File: src/rtl/seven_seg_ntmux.sv
// seven_seg_ntmux: N-digit common-anode seven-segment multiplexer with dead-time blanking
module seven_seg_ntmux #(
  parameter int DIGITS = 4,
  parameter int P = 84,
  parameter int N = 24,
  parameter int DEAD_CYC = 16
) (
  input  logic                  clk,
  input  logic                  rstn,
  input  logic [4*DIGITS-1:0]   digits,
  input  logic [DIGITS-1:0]     blank,
  input  logic [DIGITS-1:0]     dp,
  output logic [DIGITS-1:0]     pwr,
  output logic [6:0]            seg,
  output logic                  dp_n
);
  localparam int IW = DIGITS > 1 ? $clog2(DIGITS) : 1;
  typedef enum logic {DEAD, DRIVE} state_t;
  state_t state, state_nx;
  logic [N-1:0] acc, acc_nx;
  logic tick;
  logic [7:0] cnt, cnt_nx;
  logic [IW-1:0] idx, idx_nx;
  logic on;
  logic [DIGITS-1:0] pwr_nx;
  logic [6:0] seg_nx;
  logic dp_n_nx;
  function automatic logic [6:0] seven_seg_dec(input logic [3:0] v);
    case (v)
      4'h0: return 7'h40;
      4'h1: return 7'h79;
      4'h2: return 7'h24;
      4'h3: return 7'h30;
      4'h4: return 7'h19;
      4'h5: return 7'h12;
      4'h6: return 7'h02;
      4'h7: return 7'h78;
      4'h8: return 7'h00;
      4'h9: return 7'h10;
      4'hA: return 7'h08;
      4'hB: return 7'h03;
      4'hC: return 7'h46;
      4'hD: return 7'h21;
      4'hE: return 7'h06;
      default: return 7'h0E;
    endcase
  endfunction
  assign {tick, acc_nx} = {1'b0, acc} + (N+1)'(P);
  // next-state logic; outputs are derived from the next state so they register in step with it
  always_comb begin
    state_nx = state;
    cnt_nx = cnt;
    idx_nx = idx;
    if (state == DEAD) begin
      cnt_nx = cnt + 8'd1;
      if (cnt == 8'(DEAD_CYC - 1)) begin
        state_nx = DRIVE;
        cnt_nx = '0;
      end
    end else if (tick) begin
      state_nx = DEAD;
      idx_nx = (idx == IW'(DIGITS - 1)) ? '0 : idx + 1'b1;
    end
    on = state_nx == DRIVE && !blank[idx_nx];
    pwr_nx = on ? DIGITS'(1) << idx_nx : '0;
    seg_nx = on ? seven_seg_dec(digits[4*idx_nx +: 4]) : 7'h7F;
    dp_n_nx = on ? !dp[idx_nx] : 1'b1;
  end
  // state, phase accumulator and registered display drive
  always_ff @(posedge clk) begin
    if (!rstn) begin
      acc <= '0;
      state <= DEAD;
      cnt <= '0;
      idx <= '0;
      pwr <= '0;
      seg <= 7'h7F;
      dp_n <= 1'b1;
    end else begin
      acc <= acc_nx;
      state <= state_nx;
      cnt <= cnt_nx;
      idx <= idx_nx;
      pwr <= pwr_nx;
      seg <= seg_nx;
      dp_n <= dp_n_nx;
    end
  end
endmodule
File: config.mk
export PLATFORM = sky130hd
export DESIGN_NAME = seven_seg_ntmux
export DESIGN_NICKNAME = d
export VERILOG_FILES = /design/src/rtl/seven_seg_ntmux.sv
export SDC_FILE = /design/constraint.sdc
export NUM_CORES = 1
export LEC_CHECK = 0
export ABC_AREA = 0
export CAP_MARGIN = 20
export CORE_AREA = 2 2 93 95
export CTS_CLUSTER_DIAMETER = 50
export DETAILED_ROUTE_END_ITERATION = 7
export DIE_AREA = 0 0 95 97
export HOLD_SLACK_MARGIN = 0.05
export SETUP_SLACK_MARGIN = 0.05
export SLEW_MARGIN = 20
export SYNTH_ARGS = -nofsm -noshare
export SYNTH_HDL_FRONTEND = slang
export SYNTH_SLANG_ARGS = --single-unit
File: constraint.sdc
create_clock -name clk -period 8.9 [get_ports clk]
set_input_delay 1.78 -clock clk [delete_from_list [all_inputs] [get_ports clk]]
set_output_delay 1.78 -clock clk [all_outputs]
set_load 0.05 [all_outputs]
==> impl_metrics.xml <==
<?xml version="1.0" encoding="UTF-8"?>
<metrics>
  <group name="synthesis">
    <metric name="synth_top_cells_by_area" unit="">dfxtp_1 38%, xnor2_1 5.9%, and2_1 5.8%</metric>
    <metric name="synth.largest_area_cell" unit="">dfxtp_1</metric>
    <metric name="synth-main-ff-cell" unit="">dfxtp_1</metric>
    <metric name="ys_seq_elements" unit="">45</metric>
    <metric name="synth-seq-area-share" unit="">0.379</metric>
    <metric name="post-synth-top-area-fraction" unit="">0.379</metric>
    <metric name="synth_edf_count" unit="">0</metric>
    <metric name="syn_area_per_cell" unit="µm²">9.22</metric>
    <metric name="syn_inst" unit="">258</metric>
    <metric name="yosysWarningCount" unit="">0</metric>
    <metric name="yosys.cell_types.count" unit="">45</metric>
    <metric name="syn-cell-area" unit="µm²">2380</metric>
    <metric name="fraction_of_synthesis_flops_using_an_asynchronous_set_or_reset_pin" unit="">0</metric>
    <metric name="postSynthNetCount" unit="">293</metric>
  </group>
  <group name="sta">
    <metric name="timing_worst_slew_pin_value" unit="ps">896</metric>
    <metric name="fin_skew" unit="ps">8.68</metric>
    <metric name="hold_slack" unit="ps">462</metric>
    <metric name="setup_repair_after_global_routing_missed_its_margin" unit="">false</metric>
    <metric name="tns" unit="ps">0</metric>
    <metric name="worst_slew_margin_rel" unit="">0.386</metric>
    <metric name="min_period_over_period" unit="">0.439</metric>
    <metric name="hold_violations" unit="">0</metric>
    <metric name="setup-violations-final" unit="">0</metric>
    <metric name="max_freq" unit="MHz">256</metric>
    <metric name="period_needed" unit="ps">3910</metric>
    <metric name="timing_max_transition_violations_final" unit="">0</metric>
    <metric name="setup_slack" unit="ps">4990</metric>
  </group>
  <group name="cts">
    <metric name="worstSkewPairLatency" unit="ps">300</metric>
    <metric name="clkSlewWorstSetupHoldPaths" unit="ps">90</metric>
    <metric name="cts_root_buffer_type" unit="">clkbuf_8</metric>
    <metric name="numCtsBuffers" unit="">5</metric>
    <metric name="holdBufCountCts" unit="">0</metric>
    <metric name="htreeDepth" unit="">2</metric>
    <metric name="post_cts.resized_instances" unit="">0</metric>
    <metric name="post-cts-setup-buffers" unit="">0</metric>
    <metric name="clock-sinks" unit="">45</metric>
    <metric name="cts_max_path_buffers" unit="">2</metric>
    <metric name="tritoncts" unit="">built</metric>
  </group>
  <group name="setup_path">
    <metric name="rrSetupSlack" unit="ps">5360</metric>
    <metric name="path_delay_family" unit="">multiplexers</metric>
    <metric name="startpoint_type" unit="">input port</metric>
    <metric name="slowest_delay" unit="ps">720</metric>
    <metric name="worst-endpoint-arrival" unit="ps">4060</metric>
    <metric name="timing.setup.critical_path_class" unit="">input port to register</metric>
    <metric name="ff2ff_path_depth" unit="">12</metric>
    <metric name="critical_path.reg2reg.endpoint" unit="">seg[6]</metric>
    <metric name="rr_startpoint" unit="">acc[2]</metric>
    <metric name="crit_path_cells" unit="">clkdlybuf4s50_1 &gt; nand2b_1 &gt; a2111oi_0 &gt; nor2_1 &gt; mux2i_1 &gt; mux2_1 &gt; nand2_1 &gt; o211ai_1</metric>
    <metric name="timing.critical_path.to_type" unit="">register</metric>
    <metric name="worstSetupPathDepth" unit="">8</metric>
    <metric name="slowest_cell_on_crit_path" unit="">mux2i_1</metric>
    <metric name="crit_required" unit="ps">9060</metric>
    <metric name="timing.critical_path.buf_inv" unit="">1</metric>
    <metric name="critical_path_peak_fanout" unit="">11</metric>
  </group>
  <group name="routing">
    <metric name="routedWlPerCell" unit="µm">12.1</metric>
    <metric name="route.final.wire_length" unit="µm">4830</metric>
    <metric name="dr_total_vias" unit="">1834</metric>
    <metric name="remaining_drc_errors" unit="">0</metric>
    <metric name="antenna_violating_nets_post_route" unit="">0</metric>
    <metric name="drt_first_pass_iters" unit="">4</metric>
    <metric name="drt_iter0_markers" unit="">56</metric>
    <metric name="via_per_inst" unit="">4.61</metric>
  </group>
  <group name="power_and_ir_drop">
    <metric name="clockPowerShare" unit="">0.418</metric>
    <metric name="power.density" unit="nW/µm²">149</metric>
    <metric name="share_comb_of_total_power" unit="">0.102</metric>
    <metric name="sw_frac_of_total" unit="">0.221</metric>
    <metric name="seq_power_share" unit="">0.480</metric>
    <metric name="power.ir.vdd_worst" unit="mV">0.0691</metric>
    <metric name="static_leakage" unit="nW">1.19</metric>
    <metric name="netSwitchingPower" unit="mW">0.0977</metric>
    <metric name="cellInternalPower" unit="mW">0.345</metric>
    <metric name="design_power_total" unit="mW">0.442</metric>
  </group>
  <group name="layout">
    <metric name="flow.area_growth_from_synthesis" unit="%">24.9</metric>
    <metric name="layout-drive-gt1-share" unit="">0.0648</metric>
    <metric name="final_area" unit="µm²">2970</metric>
    <metric name="final_net_count" unit="">327</metric>
    <metric name="insertedDiodeCount" unit="">0</metric>
    <metric name="post_layout_util" unit="">0.365</metric>
    <metric name="post_layout_nonfiller_instances" unit="">398</metric>
  </group>
  <group name="placement">
    <metric name="post-place-cells" unit="">390</metric>
    <metric name="place.detailed.hpwl" unit="µm">3560</metric>
    <metric name="routability_cong" unit="">0.753</metric>
    <metric name="postPlaceCellArea" unit="µm²">2830</metric>
    <metric name="buffer_ports.inserted" unit="">37</metric>
    <metric name="placement.setup.worst_slack" unit="ps">4750</metric>
  </group>
  <group name="hold_path">
    <metric name="min-delay-path-class" unit="">register to register</metric>
    <metric name="hold_path_startpoint" unit="">acc[2]</metric>
    <metric name="hold_path_depth" unit="">1</metric>
    <metric name="hold_worst_path_end" unit="">acc[2]</metric>
  </group>
  <group name="grt">
    <metric name="grt_start_max_net_pins" unit="">29</metric>
    <metric name="grt_pass1_vias" unit="">1744</metric>
    <metric name="antenna_found_initial" unit="">0</metric>
    <metric name="grt_first_pass_wirelength" unit="µm">8120</metric>
    <metric name="overall_fraction_of_global_route_tracks_in_use" unit="">0.110</metric>
    <metric name="grt_overflow" unit="">0</metric>
  </group>
  <group name="floorplanning">
    <metric name="num_rows" unit="">33</metric>
    <metric name="dieArea" unit="µm²">9220</metric>
    <metric name="floorplan.initialDensity" unit="">0.292</metric>
    <metric name="die-height" unit="µm">97</metric>
    <metric name="total_core_area" unit="µm²">8130</metric>
    <metric name="chipWidth" unit="µm">95</metric>
    <metric name="io-pin-count" unit="">38</metric>
  </group>
  <group name="status">
    <metric name="outcome" unit="">finished, final reports clean</metric>
  </group>
  <group name="run">
    <metric name="max_cap_viol_count" unit="">0</metric>
  </group>
</metrics>
registers in the layout, indices dropped and copies added (netlist names):
name and count:
dp_n 1, state 1, idx 2, pwr 4, cnt 8, acc 22, seg 7
cells by family after synthesis:
kind of cell             count (synthesis)  synth area share
multiplexers                            18            0.0926
AND/OR/NAND/NOR                        113             0.266
XOR/XNOR                                24            0.0884
flip-flops                              45             0.379
AO/OA/AOI/OAI                           31            0.0910
buffers and inverters                   18            0.0358
adder cells (fa/ha/maj)                  9            0.0473
worst max path at each step:
stage | end | slack, ps | startpoint
6_report | seg[6] | 4990 | digits[3]
4_1_cts | seg[6] | 5070 | digits[3]
5_1_grt | seg[6] | 4860 | digits[3]
2_1_floorplan | seg[5] | 5680 | digits[3]
3_5_place_dp | seg[6] | 4750 | digits[3]
3_3_place_gp | seg[6] | 4780 | digits[3]
synth_stat cells, drive strengths merged, types with 2 or more instances:
cell type,number
and3,8
nor2b,5
o21ai,7
o21a,2
clkbuf,6
dfxtp,45
nand4,5
and2,22
or3,2
buf,6
and4,4
inv,6
nand3,9
a21boi,3
a32oi,4
nand2b,11
a2111oi,4
nor3b,3
xnor2,16
and3b,2
mux2i,11
nand2,24
ha,9
a21oi,3
nor2,15
o211ai,4
xor2,8
mux2,6
cell usage in the layout (no fill, tap or decap), drive strengths merged, types with 2 or more instances in the layout:
master | netlist | final
a2111oi | 4 | 4
a21boi | 3 | 3
a21oi | 3 | 3
a32oi | 4 | 4
and2 | 22 | 22
and3 | 8 | 8
and3b | 2 | 2
and4 | 4 | 4
buf | 6 | 2
bufinv | 0 | 2
clkbuf | 6 | 5
clkdlybuf4s50 | 0 | 37
dfxtp | 45 | 45
ha | 9 | 9
inv | 6 | 7
mux2 | 6 | 6
mux2i | 11 | 11
nand2 | 24 | 24
nand2b | 11 | 11
nand3 | 9 | 9
nand4 | 5 | 5
nor2 | 15 | 15
nor2b | 5 | 5
nor3b | 3 | 3
o211ai | 4 | 4
o21a | 2 | 2
o21ai | 7 | 7
or3 | 2 | 2
xnor2 | 16 | 16
xor2 | 8 | 8
final cells by class:
cell class | count | area (µm²)
fillers | 830 | 5160
clock buffers | 5 | 68.8
multi-input cells | 195 | 1390
repair buffers | 39 | 385
well taps | 105 | 131
clock inverters | 3 | 68.8
flip-flops and latches | 45 | 901
inverters | 6 | 22.5
power groups by stage:
stage | sequential (mW) | combinational, mW | clock [mW]
5_1_grt | 0.213 | 0.0506 | 0.198
3_5_place_dp | 0.217 | 0.0456 | 0
6_report | 0.212 | 0.0452 | 0.185
4_1_cts | 0.212 | 0.0457 | 0.191
2_1_floorplan | 0.216 | 0.0283 | 0
3_3_place_gp | 0.217 | 0.0448 | 0
layer usage:
metal	track usage	share of wire	up-vias
met2	0.182	0.47	29
met3	0.0249	0.036	5
li1	-	-	952
met4	0.0334	0.014	0
met5	0	0	-
met1	0.140	0.48	848
Note: power is estimated with default switching activity, not from simulation.
